**src/rtl/rv32c_fetch_align_buffer.sv**
```systemverilog
// Fetch alignment buffer: reads word-aligned instruction words and hands whole
// RV32C/RV32 instructions to the fetch stage through a single-entry output register.
module rv32c_fetch_align_buffer #(
  parameter logic [31:0] RESET_PC = 32'h80000000
) (
  input  logic        CLK,
  input  logic        nRST,
  input  logic        redirect,
  input  logic [31:0] redirect_pc,
  output logic [31:0] imem_addr,
  output logic        imem_ren,
  input  logic [31:0] imem_rdata,
  input  logic        imem_busy,
  output logic        out_valid,
  input  logic        out_ready,
  output logic [31:0] out_instr,
  output logic [31:0] out_pc,
  output logic        out_compressed
);

  typedef enum logic [1:0] {FETCH, DRAIN, WAIT_OUT} state_t;
  typedef enum logic [1:0] {HOLD_EMPTY, HOLD_C16, HOLD_PART} hold_t;

  state_t      state;
  hold_t       hold_kind;
  logic [29:0] fetch_addr;
  logic        skip_low;
  logic [15:0] hold_data;
  logic [31:0] hold_pc;

  logic        complete;
  logic        slot_free;
  logic        em;
  logic [31:0] em_instr;
  logic [31:0] em_pc;
  logic        em_c;
  hold_t       nk;
  logic [15:0] nd;
  logic [31:0] np;
  logic        unused_pc_lsb;

  assign unused_pc_lsb = redirect_pc[0];
  assign imem_addr     = {fetch_addr, 2'b00};
  assign complete      = imem_ren && !imem_busy;
  assign slot_free     = !out_valid || out_ready;

  // Split the returned word into at most one emitted instruction plus the new hold contents.
  always_comb begin
    em       = 1'b0;
    em_instr = '0;
    em_pc    = '0;
    em_c     = 1'b0;
    nk       = HOLD_EMPTY;
    nd       = hold_data;
    np       = hold_pc;
    if (hold_kind == HOLD_PART) begin
      em       = 1'b1;
      em_instr = {imem_rdata[15:0], hold_data};
      em_pc    = hold_pc;
      nk       = (imem_rdata[17:16] != 2'b11) ? HOLD_C16 : HOLD_PART;
      nd       = imem_rdata[31:16];
      np       = {fetch_addr, 2'b10};
    end else if (skip_low) begin
      if (imem_rdata[17:16] != 2'b11) begin
        em       = 1'b1;
        em_instr = {16'h0000, imem_rdata[31:16]};
        em_pc    = {fetch_addr, 2'b10};
        em_c     = 1'b1;
      end else begin
        nk = HOLD_PART;
        nd = imem_rdata[31:16];
        np = {fetch_addr, 2'b10};
      end
    end else if (imem_rdata[1:0] != 2'b11) begin
      em       = 1'b1;
      em_instr = {16'h0000, imem_rdata[15:0]};
      em_pc    = {fetch_addr, 2'b00};
      em_c     = 1'b1;
      nk       = (imem_rdata[17:16] != 2'b11) ? HOLD_C16 : HOLD_PART;
      nd       = imem_rdata[31:16];
      np       = {fetch_addr, 2'b10};
    end else begin
      em       = 1'b1;
      em_instr = imem_rdata;
      em_pc    = {fetch_addr, 2'b00};
    end
  end

  always_ff @(posedge CLK or negedge nRST) begin
    if (!nRST) begin
      state          <= FETCH;
      imem_ren       <= 1'b0;
      hold_kind      <= HOLD_EMPTY;
      hold_data      <= '0;
      hold_pc        <= '0;
      fetch_addr     <= RESET_PC[31:2];
      skip_low       <= RESET_PC[1];
      out_valid      <= 1'b0;
      out_instr      <= '0;
      out_pc         <= '0;
      out_compressed <= 1'b0;
    end else if (redirect) begin
      state          <= FETCH;
      imem_ren       <= 1'b1;
      hold_kind      <= HOLD_EMPTY;
      fetch_addr     <= redirect_pc[31:2];
      skip_low       <= redirect_pc[1];
      out_valid      <= 1'b0;
      out_instr      <= '0;
      out_pc         <= '0;
      out_compressed <= 1'b0;
    end else begin
      if (out_valid && out_ready) begin
        out_valid      <= 1'b0;
        out_instr      <= '0;
        out_pc         <= '0;
        out_compressed <= 1'b0;
      end
      case (state)
        FETCH: begin
          // imem_ren is registered so it stays low while nRST is asserted; raise it here.
          imem_ren <= 1'b1;
          if (complete) begin
            fetch_addr <= fetch_addr + 30'd1;
            skip_low   <= 1'b0;
            hold_kind  <= nk;
            hold_data  <= nd;
            hold_pc    <= np;
            if (em) begin
              out_valid      <= 1'b1;
              out_instr      <= em_instr;
              out_pc         <= em_pc;
              out_compressed <= em_c;
            end
            if (nk == HOLD_C16) begin
              state    <= DRAIN;
              imem_ren <= 1'b0;
            end else if (em) begin
              state    <= WAIT_OUT;
              imem_ren <= 1'b0;
            end
          end
        end
        DRAIN: begin
          if (slot_free) begin
            out_valid      <= 1'b1;
            out_instr      <= {16'h0000, hold_data};
            out_pc         <= hold_pc;
            out_compressed <= 1'b1;
            hold_kind      <= HOLD_EMPTY;
            state          <= WAIT_OUT;
          end
        end
        WAIT_OUT: begin
          if (slot_free) begin
            state    <= FETCH;
            imem_ren <= 1'b1;
          end
        end
        default: begin
          state    <= FETCH;
          imem_ren <= 1'b1;
        end
      endcase
    end
  end

endmodule

```
**config.mk**
```make
export PLATFORM = sky130hd
export DESIGN_NAME = rv32c_fetch_align_buffer
export DESIGN_NICKNAME = d
export VERILOG_FILES = /design/src/rtl/rv32c_fetch_align_buffer.sv
export SDC_FILE = /design/constraint.sdc
export NUM_CORES = 1
export LEC_CHECK = 0
export ABC_AREA = 1
export BUFFER_PORTS_ARGS = -buffer_cell sky130_fd_sc_hd__buf_2
export CORE_MARGIN = 1
export CORE_UTILIZATION = 40
export CTS_CLUSTER_SIZE = 8
export DETAILED_ROUTE_END_ITERATION = 8
export PLACE_DENSITY = 0.6
export SYNTH_ARGS = -nofsm -noshare
export SYNTH_HDL_FRONTEND = slang
export SYNTH_SLANG_ARGS = --single-unit
```
**constraint.sdc**
```tcl
create_clock -name CLK -period 2 [get_ports CLK]
set_input_delay 0 -clock CLK [delete_from_list [all_inputs] [get_ports CLK]]
set_output_delay 0 -clock CLK [all_outputs]
set_load 0.03 [all_outputs]
```
# After elaboration in Yosys (flattened, before gate mapping)
# Index checks and enable logic that the tools add are counted.
# word_totals
regBits,150
wordCells,112
out_inout_bits,99
in_bits,69
# op_classes
bitwise_logic,1
muxes,72
eq_ne,12
n_reduce_logical,15
addsub,1
# ops
operator,count
$mux 32,20
$pmux 32 s2,2
$mux 30,3
$mux 16,5
$add 30x1->30 const B,1
$mux 2,13
$mux 1,24
$ne 3x3->1 const B,4
$ne 2x2->1 const B,3
$pmux 2 s3,1
$reduce_bool 3->1,2
$reduce_and 5->1,1
$eq 2x1->1 const B,2
$eq 2x2->1 const B,2
$ne 4x4->1 const B,1
$pmux 1 s2,2
$pmux 2 s2,1
$reduce_and 2->1,2
$reduce_and 4->1,1
$reduce_bool 2->1,2
$pmux 1 s3,1
$reduce_and 3->1,1
$logic_and 1x1->1,2
$logic_not 1->1,2
other kinds (3),3

# Logic depth before layout (Yosys ltp)
# logic_depth
word_depth,10
ltp_mapped,10
depth_no_buf,10

# Worst setup path after synthesis
# No wires, ideal clock.
# synth_path
kind,register to register
startpoint,register fetch_addr[0]
endpoint,register fetch_addr[18]
period_less_slack_ns,1.729
setup_time_ns,0.122
path_slack_ns,0.271
arrival_ns,1.607
stages_incl_launch_ff,11
required_time_ns,1.878
n_path_buf,0
path_cell_list,dfrtp_1 ha_1 nand2_1 nor2_2 nand2_1 nor2_2 nand3_1 nand2_1 inv_1 nand2_1 nand2_1
# synth_via
elab_chain_cells,4
# synth_lines
element,line,text
"start, declared",26,logic [29:0] fetch_addr;
"start signal, assigned",96,fetch_addr <= RESET_PC[31:2];
"start signal, assigned",106,fetch_addr <= redirect_pc[31:2];
"start signal, assigned",124,fetch_addr <= fetch_addr + 30'd1;
$add 30x1->30,124,
$mux 30,123,if (complete) begin
$mux 30,119,case (state)
$mux 30,102,end else if (redirect) begin
# No other way between the ends. The select of a mux whose other input is x is not followed.
# A chain may end at the register's enable or synchronous reset.

# Worst setup path after layout
# layout_path
startpoint,register state[1]
endpoint,register out_instr[15]
# layout_via
elab_chain_cells,3
word_cells_on_any_way,4
cone_classes,eq/ne (1); mux (2); reduce/logical (1)
# layout_lines
element,line,text
"start, declared",24,state_t state;
"start signal, assigned",91,state <= FETCH;
"start signal, assigned",103,state <= FETCH;
"start signal, assigned",136,state <= DRAIN;
$eq 2x1->1 / $logic_not 2->1 (equally long branches),119,
$pmux 32 s2 (*),119,
$mux 32 (*),102,
"end signal, assigned",131,out_instr <= em_instr;
"end signal, assigned",147,"out_instr <= {16'h0000, hold_data};"
"end, declared",16,"output logic [31:0] out_instr,"
# Mark *: on every way between the ends. The rest lies on a longest branch, timed or not.

==> run summary <==
The min-delay analysis places its worst path in the category input pin to flop. The wire length on met2 came out at ~12 mm. The delay contributed by the slowest stage of the critical path came out at ~0.4 ns. The average footprint of a synthesized cell came out at 7.20 sq um. The weighted congestion at the end of routability-driven global placement came out at slightly below 0.9. The placed cell area came out at just under 10,000 sq um.

The area inside the core boundary came out at between 20,000 and 25,000 sq um. The count of pins on the block boundary is ~170. The number of sinks handled by clock tree synthesis is ~150. The pin slew with the least headroom to its limit is ~0.66 ns. The number of levels in the clock H-tree is 4. The final count of negative-setup-slack endpoints is 0. STA classifies the critical path endpoint as a flop. The number of antenna-violating nets in the routed design is 0. Along the worst path, the maximum fanout reaches 40. TritonCTS built the clock tree.

The floorplan die height is ~150 um. The final number of hold-violating endpoints is 0. The number of DRC violations after detailed routing is 0. The number of pins exceeding their max-slew limit in the final report came to 0. In this run, synthesis inferred 0 flip-flops with an integrated enable. The placed wire-length estimate is between 15 and 20 mm. The aggregate global-route resource usage came out at around a quarter.

Dividing the detail-routed via count by the number of cells gives between 5 and 6. The run finished with clean final reports. The count of mapped cells out of synthesis came out at about 1,200. The total grt overflow is 0.

The arrival time of the worst setup path came out at 2.09 ns. After synthesis, the netlist uses 37 different library cells. The root buffer cell chosen for the clock tree is sky130_fd_sc_hd__clkbuf_16. The cell accounting for the most synthesized area is sky130_fd_sc_hd__dfrtp_1. The global-route wire length before repair is approximately 44 mm. For this block, wires on met1 add up to about 13 mm. Of the post-synthesis cell area, the dominant cell type holds 43.3%. The die area came out at between 20,000 and 25,000 sq um. The design area is around 11,000 sq um.

The normalized max-slew margin came out at 56.1%. The flip-flop and latch count after synthesis is ~150. The multi-input gate area in the final layout came out at 3980 sq um. Before CTS, the worst setup slack after placement is roughly 0.092 ns. The synthesized netlist occupies a cell area of 8550 sq um. The slowest stage of the critical path is the sky130_fd_sc_hd__dfrtp_1 cell. The maximum number of pins on one net before global-route repair came out at 74. The initial cell density of the core came out at 40.8%. The count of placed standard cells in the final layout, fillers left out came out at around 1,700. Power spread over the standard cell area amounts to ~1000 nW/um^2. The maximum operating frequency is roughly 0.57 GHz. The required time at the worst-slack endpoint is 2.34 ns.

The final total negative setup slack came out at 0 ns. Row generation in the floorplan step produced between 50 and 60 rows. The final layout contains 1,481 nets. In the finished design, the share of the clock period the worst path needs comes to roughly 87%. The most used flip-flop cell after synthesis is sky130_fd_sc_hd__dfrtp_1. Across the VDD grid, the largest voltage drop is 0.609 mV. Clock-pin slew was measured on the worst setup and hold paths at roughly 0.06 ns. The via count of the first global-routing pass was 8,431. For this block, the routed nets add up to between 20 and 30 mm of wire.

The number of buffers created by CTS came out at 17. Fill cells in the final layout number slightly above 2,000. The worst setup path is launched from a flop. The share of layout cells above drive strength 1 came out at between 10% and 20%. In this run, the number of DRC markers left after iteration 0 of detailed routing was about 690. The worst clock skew is ~0.01 ns. By instance count, the leading cell after synthesis is sky130_fd_sc_hd__nand2_1. The total of warnings raised by yosys is 0. The clock tree buffer depth came out at 2. Post-CTS timing repair inserted 0 buffers for setup. Setup repair after global routing left no endpoint under its margin. The initial antenna violation count came out at 1. The critical path is of the flop to flop type.

The met3 routed wirelength came out at ~1.6 mm. The proportion of synthesized chip area in sequential cells is a little over two fifths. The post-layout minimum cycle time is ~1.7 ns. Total power for the finished layout comes to 11.3 mW. The total iterations of the first detailed-routing run came out at 6. The clock latency at the later pin of the worst-skew pair came out at around 0.43 ns. Routed signal wires occupy layers up through met4. The number of maximum-capacitance violations came out at 0. The die outline width came out at 148 um.

The final standard cell utilization of the core is ~52%. After detailed placement, the design holds a cell count of 1,605. The number of port buffers came out at between 150 and 200. The relative area change from synthesis to final layout is 28.2%. The routed via count is ~8,700. Dividing the detail-routed wire length by the instance count gives approximately 16 um. The final worst hold slack came out at 0.0161 ns.

By area the synthesized netlist is led by sky130_fd_sc_hd__dfrtp_1, sky130_fd_sc_hd__nand2_1, sky130_fd_sc_hd__nor2_1. Walking the worst path, the cells encountered are buf_4 > nor2_4 > nand2_2 > nand2_4 > buf_12 > o21bai_1 > a21oi_1. Registers take roughly 3700 sq um. In the synthesized netlist the async set-or-reset flop fraction comes to between 90% and 100%.

Across all setup checks in the final design, the least slack found is approximately 0.25 ns. After synthesis, the most frequently instantiated cells are sky130_fd_sc_hd__nand2_1, sky130_fd_sc_hd__dfrtp_1, sky130_fd_sc_hd__nor2_1. For this design the static power due to leakage is 5.53 nW.
==> routing by layer <==
layer / GRT usage [%] / up-vias
li1: - / 4289
met1: 35.5 / 4064
met2: 40.3 / 319
met3: 4.26 / 47
met4: 8.20 / 0
met5: 0 / -
==> cell type report <==
type / count / area share, %
multi-input cells: 847 / 36.3
inverters: 132 / 4.52
well taps: 275 / 3.14
clock inverters: 11 / 1.37
clock buffers: 21 / 4.11
flip-flops and latches: 149 / 34.0
repair buffers: 264 / 16.5
diodes: 1 / 0.0228
==> power breakdown <==
part | internal [mW] | leakage (nW) | switching [mW] | total, mW
clock | 2.00 | 0.276 | 1.32 | 3.32
combinational | 1.23 | 3.34 | 2.42 | 3.65
sequential | 3.73 | 1.91 | 0.560 | 4.29
total | 6.96 | 5.53 | 4.30 | 11.3
==> registers in the layout (all words and copies together), names as in the netlist <==
signal	cells
hold_pc	31
hold_kind	2
out_compressed	1
out_valid	1
out_instr	32
fetch_addr	30
state	2
skip_low	1
hold_data	16
out_pc	32
imem_ren	1
==> kinds of logic after synthesis <==
logic type	share of synthesized area, %
compound gates	15.1
simple gates	30.0
xor+xnor	1.13
buf+inv	9.96
other cells	0.0439
fa+ha+maj	0.146
flops	43.6
==> worst max-delay path, delay by kind of cell (launching register included) <==
family                 cells  cell delay [ns]
buffers and inverters      2             0.44
flip-flops                 1             0.40
AO/OA/AOI/OAI              2             0.22
AND/OR/NAND/NOR            3             0.57
==> timing repair <==
action,in CTS,in global routing
hold buffers,62,0
setup endpoints to repair,0,10
resized for setup,0,1
endpoints found under the hold margin,220,0
==> worst paths after layout <==
check | startpoint | endpoint | slack (ns) | cells after the start
max in group asynchronous | nRST | hold_pc[9]$_DFFE_PN0P_ | 1.31 | 3
max reg2reg | state[1]$_DFFE_PN0P_ | out_instr[15]$_DFF_PN0_ | 0.25 | 7
max | state[1]$_DFFE_PN0P_ | out_instr[15]$_DFF_PN0_ | 0.25 | 7
min in group asynchronous | nRST | out_instr[23]$_DFF_PN0_ | 0.04 | 2
min | imem_rdata[14] | out_instr[14]$_DFF_PN0_ | 0.02 | 5
min reg2reg | hold_pc[21]$_DFFE_PN0P_ | hold_pc[21]$_DFFE_PN0P_ | 0.49 | 2
==> cell usage in the layout, fill, tap and decap left out, types with 2 or more instances in the layout <==
master                            n
sky130_fd_sc_hd__inv_2            5
sky130_fd_sc_hd__dlygate4sd3_1   62
sky130_fd_sc_hd__nand4_1         11
sky130_fd_sc_hd__buf_2          163
sky130_fd_sc_hd__o21ai_0         40
sky130_fd_sc_hd__dfrtp_1        148
sky130_fd_sc_hd__conb_1           2
sky130_fd_sc_hd__nand2_1        339
sky130_fd_sc_hd__o21ai_1         47
sky130_fd_sc_hd__nor2_2           6
sky130_fd_sc_hd__o211ai_1        15
sky130_fd_sc_hd__a21oi_1         82
sky130_fd_sc_hd__a22oi_1         27
sky130_fd_sc_hd__nor2_4           7
sky130_fd_sc_hd__xor2_1          11
sky130_fd_sc_hd__bufinv_16        3
sky130_fd_sc_hd__nand2_4          4
sky130_fd_sc_hd__inv_1          126
sky130_fd_sc_hd__buf_4           32
sky130_fd_sc_hd__nand2_2          2
sky130_fd_sc_hd__clkbuf_1         3
sky130_fd_sc_hd__nor3_1          10
sky130_fd_sc_hd__o21bai_1         6
sky130_fd_sc_hd__buf_12           6
sky130_fd_sc_hd__or2_2            4
sky130_fd_sc_hd__nand3_1         88
sky130_fd_sc_hd__o22ai_1          8
sky130_fd_sc_hd__clkinvlp_4       5
sky130_fd_sc_hd__inv_6            2
sky130_fd_sc_hd__nor2_1         130
sky130_fd_sc_hd__clkbuf_16       17
Note: power is estimated with default switching activity, not from simulation.
